[config.mk]
export PLATFORM = sky130hd
export DESIGN_NAME = pipeline_control_flat
export DESIGN_NICKNAME = d
export VERILOG_FILES = /design/src/rtl/pipeline_control_if.sv /design/src/rtl/pipeline_control.sv /design/src/flat_wrapper.sv
export SDC_FILE = /design/constraint.sdc
export NUM_CORES = 1
export LEC_CHECK = 0
export ABC_CLOCK_PERIOD_IN_PS = 2650
export CORE_MARGIN = 2
export CORE_UTILIZATION = 45
export DETAILED_ROUTE_END_ITERATION = 12
export PLACE_DENSITY = 0.75
export SLEW_MARGIN = 15
export SYNTH_ARGS = -nofsm -noshare
export SYNTH_HDL_FRONTEND = slang
export SYNTH_SLANG_ARGS = --single-unit
[constraint.sdc]
create_clock -name clk -period 2.65 [get_ports clk]
set_input_delay 0.53 -clock clk [delete_from_list [all_inputs] [get_ports clk]]
set_output_delay 0.53 -clock clk [all_outputs]
set_load 0.02 [all_outputs]
[src/rtl/pipeline_control_if.sv]
// pipeline_control_if: hazard inputs and per-latch enable/flush outputs of the pipeline controller.
interface pipeline_control_if #(parameter int CNT_W = 32);
  logic [4:0] id_rsel1, id_rsel2, ex_rd;
  logic ex_load, ex_muldiv, ex_redirect, imem_ready, dmem_req, dmem_ready;
  logic pc_en, ifid_en, idex_en, exmem_en, memwb_en;
  logic ifid_flush, idex_flush, exmem_flush, memwb_flush;
  logic md_done;
  logic [CNT_W-1:0] stall_cycles;
  modport master(
    input id_rsel1, id_rsel2, ex_rd, ex_load, ex_muldiv, ex_redirect, imem_ready, dmem_req, dmem_ready,
    output pc_en, ifid_en, idex_en, exmem_en, memwb_en, ifid_flush, idex_flush, exmem_flush, memwb_flush,
    output md_done, stall_cycles
  );
  modport slave(
    output id_rsel1, id_rsel2, ex_rd, ex_load, ex_muldiv, ex_redirect, imem_ready, dmem_req, dmem_ready,
    input pc_en, ifid_en, idex_en, exmem_en, memwb_en, ifid_flush, idex_flush, exmem_flush, memwb_flush,
    input md_done, stall_cycles
  );
endinterface

[src/rtl/pipeline_control.sv]
// pipeline_control: 5-stage pipeline hazard controller producing latch enables/flushes and a stall-cycle counter.
module pipeline_control #(
  parameter int MD_CYCLES = 32,
  parameter int CNT_W = 32
) (
  input logic clk,
  input logic rst,
  pipeline_control_if.master p
);
  localparam int MW = $clog2(MD_CYCLES) + 1;
  typedef enum logic [1:0] {RUN, MD_WAIT, REDIRECT} state_t;
  state_t state, state_n;
  logic [MW-1:0] md_cnt, md_cnt_n;
  logic [CNT_W-1:0] stall_cycles;
  logic [4:0] en;
  logic [3:0] fl;
  logic md_done, dmem_stall, load_use;
  assign dmem_stall = p.dmem_req && !p.dmem_ready;
  assign load_use = p.ex_load && p.ex_rd != 5'd0 && (p.ex_rd == p.id_rsel1 || p.ex_rd == p.id_rsel2);
  // en = {pc, ifid, idex, exmem, memwb}; fl = {ifid, idex, exmem, memwb}; branches follow event priority
  always_comb begin
    en = 5'b11111;
    fl = 4'b0000;
    md_done = 1'b0;
    state_n = state;
    md_cnt_n = md_cnt;
    if (rst) begin
      en = 5'b00000;
      fl = 4'b1111;
      state_n = RUN;
      md_cnt_n = '0;
    end else if (dmem_stall) begin
      en = 5'b00001;
      fl = 4'b0001;
    end else if (state == MD_WAIT && md_cnt == '0) begin
      md_done = 1'b1;
      state_n = RUN;
    end else if (state == MD_WAIT || (state == RUN && p.ex_muldiv)) begin
      en = 5'b00011;
      fl = 4'b0010;
      state_n = MD_WAIT;
      md_cnt_n = state == RUN ? MW'(MD_CYCLES - 1) : md_cnt - 1'b1;
    end else if (state == REDIRECT) begin
      en = 5'b01111;
      fl = 4'b1000;
      state_n = p.imem_ready ? RUN : REDIRECT;
    end else if (p.ex_redirect) begin
      fl = 4'b1100;
      state_n = p.imem_ready ? RUN : REDIRECT;
    end else if (load_use) begin
      en = 5'b00111;
      fl = 4'b0100;
    end else if (!p.imem_ready) begin
      en = 5'b01111;
      fl = 4'b1000;
    end
  end
  always_ff @(posedge clk) begin
    if (rst) begin
      state <= RUN;
      md_cnt <= '0;
      stall_cycles <= '0;
    end else begin
      state <= state_n;
      md_cnt <= md_cnt_n;
      if (!en[4]) stall_cycles <= stall_cycles + 1'b1;
    end
  end
  assign {p.pc_en, p.ifid_en, p.idex_en, p.exmem_en, p.memwb_en} = en;
  assign {p.ifid_flush, p.idex_flush, p.exmem_flush, p.memwb_flush} = fl;
  assign p.md_done = md_done;
  assign p.stall_cycles = stall_cycles;
endmodule

[src/flat_wrapper.sv]
// flat-port wrapper written by rule: the top's interface ports become plain ports
module pipeline_control_flat 
#(
  parameter int MD_CYCLES = 32,
  parameter int CNT_W = 32
)
  (clk, rst, p_id_rsel1, p_id_rsel2, p_ex_rd, p_ex_load, p_ex_muldiv, p_ex_redirect, p_imem_ready, p_dmem_req, p_dmem_ready, p_pc_en, p_ifid_en, p_idex_en, p_exmem_en, p_memwb_en, p_ifid_flush, p_idex_flush, p_exmem_flush, p_memwb_flush, p_md_done, p_stall_cycles);
  pipeline_control_if #(.CNT_W(CNT_W)) p_i ();
  input logic clk;
  input logic rst;
  input wire logic [$bits(p_i.id_rsel1)-1:0] p_id_rsel1;
  input wire logic [$bits(p_i.id_rsel2)-1:0] p_id_rsel2;
  input wire logic [$bits(p_i.ex_rd)-1:0] p_ex_rd;
  input wire logic [$bits(p_i.ex_load)-1:0] p_ex_load;
  input wire logic [$bits(p_i.ex_muldiv)-1:0] p_ex_muldiv;
  input wire logic [$bits(p_i.ex_redirect)-1:0] p_ex_redirect;
  input wire logic [$bits(p_i.imem_ready)-1:0] p_imem_ready;
  input wire logic [$bits(p_i.dmem_req)-1:0] p_dmem_req;
  input wire logic [$bits(p_i.dmem_ready)-1:0] p_dmem_ready;
  output wire logic [$bits(p_i.pc_en)-1:0] p_pc_en;
  output wire logic [$bits(p_i.ifid_en)-1:0] p_ifid_en;
  output wire logic [$bits(p_i.idex_en)-1:0] p_idex_en;
  output wire logic [$bits(p_i.exmem_en)-1:0] p_exmem_en;
  output wire logic [$bits(p_i.memwb_en)-1:0] p_memwb_en;
  output wire logic [$bits(p_i.ifid_flush)-1:0] p_ifid_flush;
  output wire logic [$bits(p_i.idex_flush)-1:0] p_idex_flush;
  output wire logic [$bits(p_i.exmem_flush)-1:0] p_exmem_flush;
  output wire logic [$bits(p_i.memwb_flush)-1:0] p_memwb_flush;
  output wire logic [$bits(p_i.md_done)-1:0] p_md_done;
  output wire logic [$bits(p_i.stall_cycles)-1:0] p_stall_cycles;
  assign p_i.id_rsel1 = p_id_rsel1;
  assign p_i.id_rsel2 = p_id_rsel2;
  assign p_i.ex_rd = p_ex_rd;
  assign p_i.ex_load = p_ex_load;
  assign p_i.ex_muldiv = p_ex_muldiv;
  assign p_i.ex_redirect = p_ex_redirect;
  assign p_i.imem_ready = p_imem_ready;
  assign p_i.dmem_req = p_dmem_req;
  assign p_i.dmem_ready = p_dmem_ready;
  assign p_pc_en = p_i.pc_en;
  assign p_ifid_en = p_i.ifid_en;
  assign p_idex_en = p_i.idex_en;
  assign p_exmem_en = p_i.exmem_en;
  assign p_memwb_en = p_i.memwb_en;
  assign p_ifid_flush = p_i.ifid_flush;
  assign p_idex_flush = p_i.idex_flush;
  assign p_exmem_flush = p_i.exmem_flush;
  assign p_memwb_flush = p_i.memwb_flush;
  assign p_md_done = p_i.md_done;
  assign p_stall_cycles = p_i.stall_cycles;
  pipeline_control #(.MD_CYCLES(MD_CYCLES), .CNT_W(CNT_W)) u_core (.clk(clk), .rst(rst), .p(p_i));
endmodule
==> results of run 1 <==
==> kinds of logic after synthesis <==
group / synth area share [%]
xor+xnor: 5.45
compound gates: 26.1
simple gates: 28.0
fa+ha+maj: 1.04
mux: 0.415
flops: 33.2
buf+inv: 5.76
==> power by group through the flow <==
stage               Clock (W)  Sequential, W  Combinational (W)
floorplan                   0       0.000666           0.000160
global placement            0       0.000659           0.000309
detailed placement          0       0.000660           0.000315
CTS                  0.000429       0.000648           0.000322
global route         0.000457       0.000651           0.000357
finish               0.000418       0.000647           0.000329
==> Yosys cell counts, types with 2 or more instances <==
cell and instances:
sky130_fd_sc_hd__a2111oi_2 2, sky130_fd_sc_hd__a2111oi_4 3, sky130_fd_sc_hd__a211oi_1 2, sky130_fd_sc_hd__a21oi_1 34, sky130_fd_sc_hd__a21oi_2 2, sky130_fd_sc_hd__and4_1 5
sky130_fd_sc_hd__buf_2 3, sky130_fd_sc_hd__buf_6 4, sky130_fd_sc_hd__clkbuf_1 4, sky130_fd_sc_hd__dfxtp_1 40, sky130_fd_sc_hd__ha_1 2, sky130_fd_sc_hd__inv_1 14
sky130_fd_sc_hd__nand2_1 23, sky130_fd_sc_hd__nand2b_1 4, sky130_fd_sc_hd__nand3_1 9, sky130_fd_sc_hd__nand4_1 7, sky130_fd_sc_hd__nor2_1 12, sky130_fd_sc_hd__nor3_1 3
sky130_fd_sc_hd__nor4_1 3, sky130_fd_sc_hd__o21ai_0 9, sky130_fd_sc_hd__o21ai_1 13, sky130_fd_sc_hd__o311ai_0 2, sky130_fd_sc_hd__o31ai_1 9, sky130_fd_sc_hd__o41ai_1 2
sky130_fd_sc_hd__or2_2 5, sky130_fd_sc_hd__or3_1 17, sky130_fd_sc_hd__or3b_1 2, sky130_fd_sc_hd__or4_1 9, sky130_fd_sc_hd__xnor2_1 11, sky130_fd_sc_hd__xor2_1 4
==> repair_timing <==
| item | CTS | global route |
|---|---|---|
| gates resized for setup | 45 | 17 |
| gates cloned | 0 | 1 |
| setup endpoints to repair | 11 | 16 |
| buffers inserted | 4 | 3 |
| pin swaps | 8 | 18 |
==> through the flow <==
step | utilization [%] | total power (W)
2_1_floorplan | - | 0.000826
3_3_place_gp | 64.8 | 0.000968
3_5_place_dp | 64.8 | 0.000975
4_1_cts | 67.7 | 0.00140
5_1_grt | 69.0 | 0.00147
6_report | 69.0 | 0.00139
==> worst min-delay path, stage by stage, from the launching register on <==
cell	delay (ns)
sky130_fd_sc_hd__dfxtp_1	0.34
sky130_fd_sc_hd__o31ai_1	0.07
sky130_fd_sc_hd__a21oi_1	0.06
==> how the worst min path moves through the flow <==
stage	depth (start not counted)	to	slack (ns)	startpoint
floorplan	1	u_core.md_cnt[0]$_SDFFE_PP0P_	0.46	u_core.md_cnt[0]$_SDFFE_PP0P_
global route	2	u_core.p.stall_cycles[2]$_SDFFE_PP0N_	0.54	u_core.p.stall_cycles[2]$_SDFFE_PP0N_
detailed placement	2	u_core.p.stall_cycles[27]$_SDFFE_PP0N_	0.49	u_core.p.stall_cycles[27]$_SDFFE_PP0N_
finish	2	u_core.p.stall_cycles[27]$_SDFFE_PP0N_	0.51	u_core.p.stall_cycles[27]$_SDFFE_PP0N_
global placement	2	u_core.p.stall_cycles[27]$_SDFFE_PP0N_	0.48	u_core.p.stall_cycles[27]$_SDFFE_PP0N_
CTS	2	u_core.p.stall_cycles[27]$_SDFFE_PP0N_	0.50	u_core.p.stall_cycles[27]$_SDFFE_PP0N_
==> layer usage <==
metal	global-route usage [%]	vias up	part of all wire (%)
li1	-	1255	-
met1	25.4	1171	45
met2	34.9	54	50
met3	3.65	11	4.1
met4	6.07	0	1.4
met5	0	-	0
==> sequential cells by signal, indices dropped and copies added, names as in the netlist <==
name and flops:
u_core.p.stall_cycles 32, u_core.md_cnt 6, u_core.state 2
==> final cells by class <==
type,count,area (µm²)
Inverter,14,52.6
Sequential cell,40,803
Timing Repair Buffer,104,978
Tap cell,70,87.6
Multi-Input combinational cell,217,1530
Fill cell,447,1590
Clock inverter,1,7.51
Clock buffer,7,86.3
==> results.md, run 1 <==
Pwr:
- The internal portion of the total power is 0.00100 W.
- Sequential cells burn 46.4% of the power.
- The proportion of total power due to net switching is 28.1%.
- The cell leakage power is 1.21 nW.
- The worst vdd rail ir drop is 282 µV.
- The switching power is 0.000393 W.
- Per report_power, the combinational group accounts for 23.6% of the total.
- The part of the power in the clock network is 30.0%.
- The power per cell area is 393 mW/mm².

Floorplanning:
- The area enclosed by the die boundary is 0.00596 mm².
- The number of ports placed on the die boundary is 65.
- The number of placement rows is 26.
- For this configuration, the core starts out at a cell density of 46.9%.
- The horizontal die dimension is 77.2 µm.
- The die height is 77.2 µm.
- In this run the standard cell core region covers 0.00514 mm².

Synth:
- The synthesized design contains 0 enable-type register cells.
- The post-synthesis cell count is 284.
- The synthesized area per cell is 8.49 µm².
- The number of warning messages in the yosys log is 0.
- Among all flip-flop cells after synthesis, the most frequent one is sky130_fd_sc_hd__dfxtp_1.
- The cell area that synthesis handed to floorplanning was 0.00241 mm².
- The count of different cell masters after synthesis is 55.
- The fraction of registers with async set or reset after synthesis is 0%.
- The cell type with the largest total area after synthesis is sky130_fd_sc_hd__dfxtp_1.
- Sequential elements use 33.2% of the synthesized area.
- The register bit count reported by yosys is 40.
- When the netlist entered floorplanning its net count stood at 309.
- The top cell type by area accounts for 33.2% of the synthesized area.
- By area the synthesized netlist is led by sky130_fd_sc_hd__dfxtp_1, sky130_fd_sc_hd__a21oi_1, sky130_fd_sc_hd__or3_1, sky130_fd_sc_hd__xnor2_1, sky130_fd_sc_hd__nand2_1.

Clock network:
- The clock tree synthesis step divided the H-tree into 2 levels.
- The CTS tree is done.
- TritonCTS created 5 clock buffers.
- Clock-pin slew was measured on the worst setup and hold paths at 0.08 ns.
- The buffer cell driving the clock tree root is sky130_fd_sc_hd__clkbuf_8.
- For this design, the CTS-stage hold fixing added 0 buffers.
- Clock tree synthesis found a total of 40 sinks.
- The longest clock path from root to sink contains 2 buffers.
- The clock reaches the later pin of the worst-skew pair after 0.29 ns.

Worst setup path:
- On the critical path, the stage with the largest delay is an instance of sky130_fd_sc_hd__clkdlybuf4s50_1.
- By startpoint and endpoint, the worst setup path is classified as in -> out.
- The worst register-to-register path begins at u_core.md_cnt[0]$_SDFFE_PP0P_.
- The timing endpoint of the critical path is p_ifid_flush.
- The worst register-to-register path ends at u_core.p.stall_cycles[18]$_SDFFE_PP0N_.
- For flop-to-flop paths, the worst setup slack is 0.12 ns.
- The critical path's largest stage delay is 0.47 ns.
- STA classifies the critical path startpoint as an input port.
- Data on the critical path arrives at its endpoint at 2.10 ns.
- The required time of the critical path is 2.12 ns.
- Counting both buffers and inverters, the worst setup path holds a total of 4.
- The cell with the most instances on the worst path is sky130_fd_sc_hd__buf_4.
- For the worst flop-to-flop path, the logic depth is 10.
- The critical path goes through clkdlybuf4s50_1 > xnor2_1 > nand3_1 > o22ai_2 > buf_4 > nand2_2 > buf_4 > nand4_1 > o311ai_1 > buf_2.
- The first element of the critical path is p_id_rsel2[0].
- Along the worst path, the maximum fanout reaches 3.
- The critical path depth is 10.
- Grouping stages by cell kind, the critical path spends the most delay in buffers and inverters.
- STA classifies the critical path endpoint as an output port.

Global route:
- The first global-routing pass estimated 10.0 mm of wire.
- For this run, the total global-route usage over all layers was measured as 20.2%.
- The number of global-route vias before repair is 2245.
- The initial antenna violation count is 0.
- For this run the aggregate overflow at the end of global routing stands at 0.
- The maximum number of pins on one net before global-route repair is 27.

Route:
- The number of nets still failing antenna checks after routing is 0.
- Wires add up to 6.36 mm.
- The ratio of routed vias to standard cells is 5.50.
- The DRC violations left is 0.
- The initial detailed-routing violation count is 131.
- Across all layers, the routed design uses 2491 vias.
- After detailed routing, the average wire length per cell comes to 14.0 µm.
- The number of search-and-repair iterations in the first detailed-routing pass is 4.

Job:
- Across the run, the number of max-cap violations was 0.

Final layout:
- The top cell types in the final layout, fill and taps aside, are sky130_fd_sc_hd__clkdlybuf4s50_1, sky130_fd_sc_hd__dfxtp_1, sky130_fd_sc_hd__buf_4.
- In the final design database the tool counted 407 nets.
- The final instance count without filler cells is 453.
- The library cell used most frequently in the layout, excluding fill and tap cells, is sky130_fd_sc_hd__clkdlybuf4s50_1.
- The area growth from synthesis to layout is 47.1%.
- In the final layout, the share of cells above drive strength 1 is 23.2%.
- The finished cells cover 0.00355 mm².
- The antenna diode count is 0.

Placement:
- The congestion estimate from routability-driven global placement came to 0.835.
- The number of input and output port buffers inserted is 64.
- At the placement stage, the worst setup path has a slack of -0.663 ns.
- Summing all placed instances gives a cell area of 0.00333 mm².
- Counting tap cells, the placed design contains a total of 437 instances.
- The HPWL reported at the end of detailed placement is 4.46 mm.

STA:
- The post-route fraction of the period consumed by the critical path is 99.1%.
- Setup repair after global routing could not meet its margin everywhere.
- Setup violations remaining at the end of the flow were counted as 0.
- Adding up every negative setup slack in the final design gives 0 ns.
- The worst path in the final design needs a cycle of 2.63 ns, including I/O delays and setup.
- The tightest slew margin relative to the limit is 58.8%.
- For this run, the top clock speed supported by timing is 0.381 GHz.
- The final count of hold timing violations is 0.
- Final hold analysis gives a worst-case slack of 0.508 ns.
- For the final database, setup skew stands at 0.00751 ns.
- The actual slew at the worst max-slew pin is 0.603 ns.
- Once routing completed, OpenROAD measured the worst setup slack at 0.0240 ns.
- The final number of max-transition violations was 0.

Run status:
- The flow ran to the end, and the final reports show no timing, DRC or antenna violations.

Hold path:
- The path class of the tightest hold or removal check is reg -> reg.
(Power assumes the default switching activity.)
==> inputs of run 2 (changes only) <==
--- a/config.mk
+++ b/config.mk
@@ -5,11 +5,14 @@
 export SDC_FILE = /design/constraint.sdc
 export NUM_CORES = 1
 export LEC_CHECK = 0
+export ABC_AREA = 1
 export ABC_CLOCK_PERIOD_IN_PS = 2650
+export CELL_PAD_IN_SITES_DETAIL_PLACEMENT = 0
+export CELL_PAD_IN_SITES_GLOBAL_PLACEMENT = 1
 export CORE_MARGIN = 2
-export CORE_UTILIZATION = 45
+export CORE_UTILIZATION = 35
 export DETAILED_ROUTE_END_ITERATION = 12
-export PLACE_DENSITY = 0.75
+export PLACE_DENSITY = 0.8
 export SLEW_MARGIN = 15
 export SYNTH_ARGS = -nofsm -noshare
 export SYNTH_HDL_FRONTEND = slang
==> results.md, run 2 <==
Route:
- The number of vias after detailed routing came to 2872 (was 2491).
- The met1 wire length is 3.32 mm (was 2.86 mm).
- The post-detailed-route wirelength per cell is 12.0 µm (was 14.0 µm).
- The number of search-and-repair iterations in the first detailed-routing pass came to 4 (unchanged).
- The initial detailed-routing violation count is 149 (was 131).
- The DRC violations left is 0 (unchanged).
- The routed wire length is 7.22 mm (was 6.36 mm).
- The uppermost layer routed is met4 (unchanged).
- The length of routed met3 wiring is 309 µm (was 262 µm).
- The ratio of routed vias to standard cells is 4.79 (was 5.50).
- The number of nets still failing antenna checks after routing is 0 (unchanged).
- The routed length on met2 is 3.49 mm (was 3.15 mm).

Final layout:
- The fraction of final layout cells sized beyond drive strength 1 came to 11.9% (was 23.2%).
- The largest register by flop count is u_core.p.stall_cycles (unchanged).
- Largest registers: u_core.p.stall_cycles (32), u_core.md_cnt (6), u_core.state (2) (unchanged).
- The antenna diode count came to 0 (unchanged).
- The most common library cell in the layout ignoring fill and taps is sky130_fd_sc_hd__nand2_1 (was sky130_fd_sc_hd__clkdlybuf4s50_1).
- The layout-stage area growth over the synthesis result is 31.4% (was 47.1%).
- The number of nets in the final layout came to 522 (was 407).
- Top library cells by usage in the layout, fill and taps aside: sky130_fd_sc_hd__nand2_1, sky130_fd_sc_hd__clkdlybuf4s50_1, sky130_fd_sc_hd__nand3_1 (was sky130_fd_sc_hd__clkdlybuf4s50_1, sky130_fd_sc_hd__dfxtp_1, sky130_fd_sc_hd__buf_4).
- The flip-flop count of the largest register after layout is 32 (unchanged).
- The share of the core filled with cells is 47.3% (was 69.0%).

Pwr:
- The worst vdd rail ir drop is 236 µV (was 282 µV).
- The cell leakage power is 1.49 nW (was 1.21 nW).
- The total chip power is 0.00146 W (was 0.00139 W).
- The power per cell area was 400 mW/mm² (was 393 mW/mm²).

Worst setup path:
- The combined buffer and inverter count along the critical path was 3 (was 4).
- The critical path depth was 13 (was 10).
- The required time of the critical path is 2.12 ns (about the same).
- The type of the setup path with the least slack is in -> out (unchanged).
- The cell with the most instances on the worst path was sky130_fd_sc_hd__nand2_1 (was sky130_fd_sc_hd__buf_4).
- The category of the worst setup path launch point is an input port (unchanged).
- The reg-to-reg critical path startpoint is u_core.md_cnt[0]$_SDFFE_PP0P_ (unchanged).
- The timing endpoint of the critical path is p_pc_en (was p_ifid_flush).
- The terminus of the critical flop-to-flop path is u_core.p.stall_cycles[31]$_SDFFE_PP0N_ (was u_core.p.stall_cycles[18]$_SDFFE_PP0N_).
- The cell family with the largest share of critical-path delay is buffers and inverters (unchanged).
- The worst reg2reg path depth was 11 (was 10).
- Cells along the critical path: clkdlybuf4s50_1 > inv_1 > nand2_1 > nand2_1 > nor2_1 > nand3_1 > nand2_1 > nand2_1 > nand2_1 > nand2_1 > nand2_4 > nand2_4 > clkdlybuf4s15_2 (was clkdlybuf4s50_1 > xnor2_1 > nand3_1 > o22ai_2 > buf_4 > nand2_2 > buf_4 > nand4_1 > o311ai_1 > buf_2).
- The register-to-register setup slack is 0.71 ns (was 0.12 ns).
- The endpoint kind of the worst setup timing path is an output port (unchanged).
- The first element of the critical path is p_id_rsel2[1] (was p_id_rsel2[0]).
- The largest fanout of any net on the critical path is 3 (unchanged).
- The signal arrival time at the worst endpoint is 1.97 ns (was 2.10 ns).
- The critical path's slowest cell was sky130_fd_sc_hd__clkdlybuf4s50_1 (unchanged).
- The critical path's largest stage delay was 0.48 ns (was 0.47 ns).

Global route:
- The initial antenna violation count is 0 (unchanged).
- The global-route wire length before repair is 12.6 mm (was 10.0 mm).
- The maximum number of pins on one net before global-route repair is 38 (was 27).
- The overflow left after global routing is 0 (unchanged).
- The overall track demand over capacity in global routing is 17.6% (was 20.2%).
- The number of global-route vias before repair is 2746 (was 2245).

STA:
- The final number of max-transition violations came to 0 (unchanged).
- The post-route fraction of the period consumed by the critical path is 94.5% (was 99.1%).
- The post-route worst hold slack is 0.496 ns (was 0.508 ns).
- The largest clock skew in the final design came to 0.0120 ns (was 0.00751 ns).
- The highest clock rate is 0.399 GHz (was 0.381 GHz).
- The tightest slew margin relative to the limit is 72.7% (was 58.8%).
- The final total negative setup slack came to 0 ns (unchanged).
- Unrepaired setup endpoints after global routing: true (unchanged).
- The actual slew at the worst max-slew pin is 0.409 ns (was 0.603 ns).
- The final count of hold timing violations is 0 (unchanged).
- The post-route minimum period is 2.50 ns (was 2.63 ns).
- The final-report setup violation count is 0 (unchanged).

Clock network:
- The sink count of the clock tree is 40 (unchanged).
- The H-tree depth is 2 (unchanged).
- The clock input transition at the sequential cells of the worst setup and hold paths came to 0.08 ns (about the same).
- The setup fix buffers added after clock tree synthesis was 0 (was 4).
- The deepest clock path buffer count is 2 (unchanged).
- The buffer cell driving the clock tree root is sky130_fd_sc_hd__clkbuf_8 (unchanged).
- The number of buffers inserted by hold repair at cts came to 0 (unchanged).
- The total clock buffers created by CTS is 5 (unchanged).
- The CTS tree is done (unchanged).
- The worst-skew pair later-pin latency is 0.29 ns (about the same).

Synth:
- The count of flip-flops with a built-in enable after synthesis is 0 (unchanged).
- The count of different cell masters after synthesis is 33 (was 55).
- Post-synth top cells: sky130_fd_sc_hd__nand2_1, sky130_fd_sc_hd__nand3_1, sky130_fd_sc_hd__dfxtp_1 (was sky130_fd_sc_hd__dfxtp_1, sky130_fd_sc_hd__a21oi_1, sky130_fd_sc_hd__nand2_1).
- The library cell with the highest instance count after synthesis was sky130_fd_sc_hd__nand2_1 (was sky130_fd_sc_hd__dfxtp_1).
- The most instantiated flip-flop cell in the synthesis netlist is sky130_fd_sc_hd__dfxtp_1 (unchanged).
- The register bit count reported by yosys came to 40 (unchanged).
- The net count after synthesis is 448 (was 309).
- The sequential-to-total area share from yosys stat came to 28.8% (was 33.2%).
- The cell type with the largest total area after synthesis is sky130_fd_sc_hd__dfxtp_1 (unchanged).
- The fraction of registers with async set or reset after synthesis came to 0% (unchanged).
- The post-synthesis cell count is 423 (was 284).
- The area share of the largest cell type after synthesis came to 28.8% (was 33.2%).
- The synthesized area per cell came to 6.58 µm² (was 8.49 µm²).
- The netlist area before placement is 0.00278 mm² (was 0.00241 mm²).
- Top post-synthesis cells by area: sky130_fd_sc_hd__dfxtp_1, sky130_fd_sc_hd__nand2_1, sky130_fd_sc_hd__nand3_1, sky130_fd_sc_hd__a21oi_1, sky130_fd_sc_hd__xor2_1 (was sky130_fd_sc_hd__dfxtp_1, sky130_fd_sc_hd__a21oi_1, sky130_fd_sc_hd__or3_1, sky130_fd_sc_hd__xnor2_1, sky130_fd_sc_hd__nand2_1).
- The number of warning messages in the yosys log was 0 (unchanged).

Placement:
- The HPWL reported at the end of detailed placement is 5.57 mm (was 4.46 mm).
- The number of input and output port buffers inserted is 64 (unchanged).
- The placer congestion estimate was 0.894 (was 0.835).

Floorplanning:
- The area enclosed by the die boundary is 0.00868 mm² (was 0.00596 mm²).
- The horizontal die dimension is 93.2 µm (was 77.2 µm).
- The number of placement rows came to 32 (was 26).
- The die height is 93.2 µm (was 77.2 µm).
- The number of ports placed on the die boundary is 65 (unchanged).
- The initial standard-cell utilization of the core is 36.0% (was 46.9%).
- The placeable core region was 0.00773 mm² (was 0.00514 mm²).

Run status:
- Result of the run: finished, final reports clean (unchanged).

Job:
- The max capacitance violation total is 0 (unchanged).

Hold path:
- The worst min-delay path class is reg -> reg (unchanged).
-- run 2: cell types whose count changed after synthesis, moves of 15 or more --
cell,before,now
sky130_fd_sc_hd__xor2_1,4,19
sky130_fd_sc_hd__nand2_1,23,120
sky130_fd_sc_hd__nor2_1,12,37
sky130_fd_sc_hd__or3_1,17,0
sky130_fd_sc_hd__nand3_1,9,47
sky130_fd_sc_hd__inv_1,14,37
-- run 2: metrics by stage --
step | setup slack [ns] | cells | area [µm²]
5_1_grt | -0.0184 | 599 | 3660
3_5_place_dp | -0.345 | 592 | 3580
2_1_floorplan | 0.0788 | 423 | 2780
6_report | 0.145 | 599 | 3660
4_1_cts | -0.0699 | 599 | 3650
3_3_place_gp | -0.355 | 592 | 3580
-- run 2: final cells by class --
type	instances	area, µm²
fillers	828	4070
multi-input cells	327	1740
flip-flops and latches	40	801
repair buffers	80	754
inverters	43	161
well taps	102	128
clock buffers	6	72.6
clock inverters	1	5.00
-- run 2: logic make-up after synthesis --
group | share of synthesized area [%]
compound gates | 8.99
xor+xnor | 10.7
fa+ha+maj | 0.899
buf+inv | 9.03
flops | 28.8
simple gates | 41.7
-- run 2: worst min-delay path by stage --
stage | depth (start not counted) | start | endpoint
finish | 2 | u_core.state[0]$_SDFFE_PP0P_ | u_core.state[0]$_SDFFE_PP0P_
global route | 2 | u_core.md_cnt[4]$_SDFFE_PP0P_ | u_core.md_cnt[4]$_SDFFE_PP0P_
CTS | 2 | u_core.state[0]$_SDFFE_PP0P_ | u_core.state[0]$_SDFFE_PP0P_
detailed placement | 2 | u_core.state[0]$_SDFFE_PP0P_ | u_core.state[0]$_SDFFE_PP0P_
global placement | 2 | u_core.state[0]$_SDFFE_PP0P_ | u_core.state[0]$_SDFFE_PP0P_
floorplan | 2 | u_core.state[0]$_SDFFE_PP0P_ | u_core.state[0]$_SDFFE_PP0P_
-- run 2: worst register-to-register path, stage by stage (launching register included) --
cell	delay [ns]
sky130_fd_sc_hd__dfxtp_1	0.30
sky130_fd_sc_hd__inv_1	0.11
sky130_fd_sc_hd__ha_1	0.21
sky130_fd_sc_hd__nand3_1	0.14
sky130_fd_sc_hd__nor3_2	0.16
sky130_fd_sc_hd__nand2_1	0.13
sky130_fd_sc_hd__nor2_2	0.13
sky130_fd_sc_hd__inv_2	0.08
sky130_fd_sc_hd__nand2_4	0.07
sky130_fd_sc_hd__buf_4	0.29
sky130_fd_sc_hd__nand2_1	0.14
sky130_fd_sc_hd__a21oi_2	0.12
-- run 2: where the power goes --
group | internal [W] | total, W | switching [W] | leakage [nW]
logic | 0.000170 | 0.000414 | 0.000244 | 1.13
clock network | 0.000179 | 0.000387 | 0.000208 | 0.0410
registers | 0.000633 | 0.000664 | 0.0000306 | 0.324
total | 0.000982 | 0.00146 | 0.000482 | 1.49
-- run 2: timing repair --
| action | in CTS | in global routing |
|---|---|---|
| setup endpoints to repair | 8 | 4 |
| gates resized for setup | 11 | 16 |
| pin swaps | 0 | 0 |
-- run 2: per-layer routing --
metal | GRT usage, % | vias up
met2 | 30.5 | 57
met1 | 22.3 | 1303
li1 | - | 1506
met5 | 0 | -
met3 | 3.14 | 6
met4 | 5.15 | 0
==> inputs of run 3 (changes only) <==
--- a/config.mk
+++ b/config.mk
@@ -12,6 +12,7 @@
 export CORE_MARGIN = 2
 export CORE_UTILIZATION = 35
 export DETAILED_ROUTE_END_ITERATION = 12
+export MAX_ROUTING_LAYER = met4
 export PLACE_DENSITY = 0.8
 export SLEW_MARGIN = 15
 export SYNTH_ARGS = -nofsm -noshare
==> results.md, run 3 (synthesized netlist as in run 2, its figures left out) <==
Global route:
- The global-route wire length before repair came to 12.4 mm (was 12.6 mm).
- The number of global-route vias before repair is 2750 (was 2746).
- The overall track demand over capacity in global routing is 18.0% (was 17.6%).
- The overflow left after global routing is 0 (unchanged).
- The initial antenna violation count is 0 (unchanged).
- The maximum number of pins on one net before global-route repair is 38 (unchanged).

Worst setup path:
- The reg-to-reg critical path startpoint was u_core.md_cnt[0]$_SDFFE_PP0P_ (unchanged).
- The register-to-register setup slack was 0.70 ns (was 0.71 ns).
- The required time of the critical path came to 2.12 ns (about the same).
- The terminus of the critical flop-to-flop path is u_core.p.stall_cycles[22]$_SDFFE_PP0N_ (was u_core.p.stall_cycles[31]$_SDFFE_PP0N_).
- The first element of the critical path is p_id_rsel2[1] (unchanged).
- The signal arrival time at the worst endpoint is 1.97 ns (about the same).
- The worst reg2reg path depth came to 11 (unchanged).
- The type of the setup path with the least slack is in -> out (unchanged).
- The endpoint kind of the worst setup timing path is an output port (unchanged).
- The category of the worst setup path launch point is an input port (unchanged).
- The largest fanout of any net on the critical path is 3 (unchanged).

STA:
- The post-route minimum period was 2.50 ns (about the same).
- The post-route worst hold slack is 0.488 ns (was 0.496 ns).
- The final count of hold timing violations is 0 (unchanged).
- The final number of max-transition violations is 0 (unchanged).
- The highest clock rate is 0.400 GHz (was 0.399 GHz).
- The actual slew at the worst max-slew pin is 0.402 ns (was 0.409 ns).
- The final total negative setup slack is 0 ns (unchanged).
- The final-report setup violation count is 0 (unchanged).
- The tightest slew margin relative to the limit is 73.2% (was 72.7%).
- Unrepaired setup endpoints after global routing: false (was true).
- The largest clock skew in the final design is 0.00507 ns (was 0.0120 ns).
- The post-route fraction of the period consumed by the critical path is 94.3% (was 94.5%).

Route:
- The ratio of routed vias to standard cells is 4.73 (was 4.79).
- The routed wire length is 7.08 mm (was 7.22 mm).
- The post-detailed-route wirelength per cell is 11.8 µm (was 12.0 µm).
- The number of search-and-repair iterations in the first detailed-routing pass is 6 (was 4).
- The number of nets still failing antenna checks after routing is 0 (unchanged).
- The initial detailed-routing violation count is 124 (was 149).
- The DRC violations left came to 0 (unchanged).
- The number of vias after detailed routing was 2832 (was 2872).

Final layout:
- The layout-stage area growth over the synthesis result came to 31.1% (was 31.4%).
- The flip-flop count of the largest register after layout came to 32 (unchanged).
- The most common library cell in the layout ignoring fill and taps is sky130_fd_sc_hd__nand2_1 (unchanged).
- The antenna diode count is 0 (unchanged).
- The final instance area is 0.00365 mm² (was 0.00366 mm²).
- Largest registers: u_core.p.stall_cycles (32), u_core.md_cnt (6), u_core.state (2) (unchanged).
- Top library cells by usage in the layout, fill and taps aside: sky130_fd_sc_hd__nand2_1, sky130_fd_sc_hd__clkdlybuf4s50_1, sky130_fd_sc_hd__nand3_1 (unchanged).
- The fraction of final layout cells sized beyond drive strength 1 came to 11.7% (was 11.9%).
- The number of nets in the final layout is 522 (unchanged).
- The final instance count without filler cells is 599 (unchanged).
- The fill cell instance count of the final layout is 798 (was 828).
- The largest register by flop count was u_core.p.stall_cycles (unchanged).

Floorplanning:
- The area enclosed by the die boundary is 0.00868 mm² (unchanged).
- The number of ports placed on the die boundary was 65 (unchanged).
- The placeable core region is 0.00773 mm² (unchanged).
- The initial standard-cell utilization of the core is 36.0% (unchanged).
- The die height is 93.2 µm (unchanged).
- The number of placement rows is 32 (unchanged).
- The horizontal die dimension was 93.2 µm (unchanged).

Clock network:
- The total clock buffers created by CTS is 5 (unchanged).
- The sink count of the clock tree came to 40 (unchanged).
- The H-tree depth was 2 (unchanged).
- The clock input transition at the sequential cells of the worst setup and hold paths was 0.08 ns (about the same).
- The setup fix buffers added after clock tree synthesis is 0 (unchanged).
- The deepest clock path buffer count came to 2 (unchanged).
- The worst-skew pair later-pin latency is 0.29 ns (about the same).
- The buffer cell driving the clock tree root is sky130_fd_sc_hd__clkbuf_8 (unchanged).
- The CTS tree is done (unchanged).
- The number of buffers inserted by hold repair at cts was 0 (unchanged).
- The number of instances resized during post-cts repair is 14 (was 11).

Pwr:
- The switching power is 0.000482 W (about the same).
- The cell leakage power came to 1.50 nW (was 1.49 nW).
- The part of the power in the clock network came to 26.4% (about the same).
- The sequential group share of total power is 45.4% (was 45.3%).
- The combinational power share came to 28.2% (was 28.3%).
- The proportion of total power due to net switching was 33.0% (was 32.9%).
- The total internal power was 0.000981 W (was 0.000982 W).
- The power per cell area came to 401 mW/mm² (was 400 mW/mm²).
- The worst vdd rail ir drop came to 307 µV (was 236 µV).
- The total chip power came to 0.00146 W (about the same).

Placement:
- The HPWL reported at the end of detailed placement is 5.51 mm (was 5.57 mm).
- The number of input and output port buffers inserted is 64 (unchanged).
- The instance count after placement with tap cells included is 592 (unchanged).
- The placer congestion estimate is 0.890 (was 0.894).
- The placed instance area is 0.00358 mm² (unchanged).

Job:
- The max capacitance violation total came to 0 (unchanged).

Run status:
- Result of the run: finished, final reports clean (unchanged).

Hold path:
- The hold-critical path depth is 2 (unchanged).
- The worst min-delay path class is reg -> reg (unchanged).
- The start point of the worst hold path is u_core.state[0]$_SDFFE_PP0P_ (unchanged).
- The terminating pin of the worst hold path was u_core.state[0]$_SDFFE_PP0P_ (unchanged).
-- run 3: metal layers --
metal	global-route usage, %	vias up	wire length, µm
met2	31.2	61	3440
met5	-	-	0
li1	-	1507	-
met1	21.8	1256	3260
met4	4.90	0	102
met3	2.82	8	284
-- run 3: how the worst max path moves through the flow --
stage          depth (start not counted)  slack (ns)           end
2_1_floorplan                          8        0.08     p_ifid_en
3_3_place_gp                          12       -0.36  p_idex_flush
3_5_place_dp                          12       -0.33  p_idex_flush
4_1_cts                               13       0.002       p_pc_en
5_1_grt                               12       0.006  p_idex_flush
6_report                              12        0.15  p_idex_flush
-- run 3: layout make-up --
cell class / instances / area [µm²] / area share, %
well taps: 102 / 128 / 3.50
multi-input cells: 327 / 1730 / 47.4
inverters: 43 / 161 / 4.42
clock buffers: 6 / 72.6 / 1.99
repair buffers: 80 / 752 / 20.6
flip-flops and latches: 40 / 801 / 21.9
clock inverters: 1 / 5.00 / 0.137
-- run 3: power by group through the flow --
stage / logic [W] / clock network [W] / registers (W)
final: 0.000413 / 0.000387 / 0.000664
after global routing: 0.000462 / 0.000423 / 0.000669
after CTS: 0.000421 / 0.000404 / 0.000664
after detailed placement: 0.000429 / 0 / 0.000678
after global placement: 0.000423 / 0 / 0.000677
after floorplan: 0.000270 / 0 / 0.000682
-- run 3: critical path: stages --
cell	delay (ns)
sky130_fd_sc_hd__clkdlybuf4s50_1	0.48
sky130_fd_sc_hd__inv_1	0.04
sky130_fd_sc_hd__nand2_1	0.05
sky130_fd_sc_hd__nand2_1	0.05
sky130_fd_sc_hd__nor2_1	0.12
sky130_fd_sc_hd__nand3_1	0.08
sky130_fd_sc_hd__nand2_1	0.06
sky130_fd_sc_hd__nand2_1	0.07
sky130_fd_sc_hd__inv_1	0.06
sky130_fd_sc_hd__nor2_1	0.03
sky130_fd_sc_hd__o31ai_1	0.19
sky130_fd_sc_hd__buf_2	0.20
-- run 3: metrics by stage --
step | util, % | setup slack, ns
2_1_floorplan | - | 0.0788
3_3_place_gp | 46.4 | -0.356
3_5_place_dp | 46.4 | -0.329
4_1_cts | 47.2 | 0.00168
5_1_grt | 47.2 | 0.00606
6_report | 47.2 | 0.151
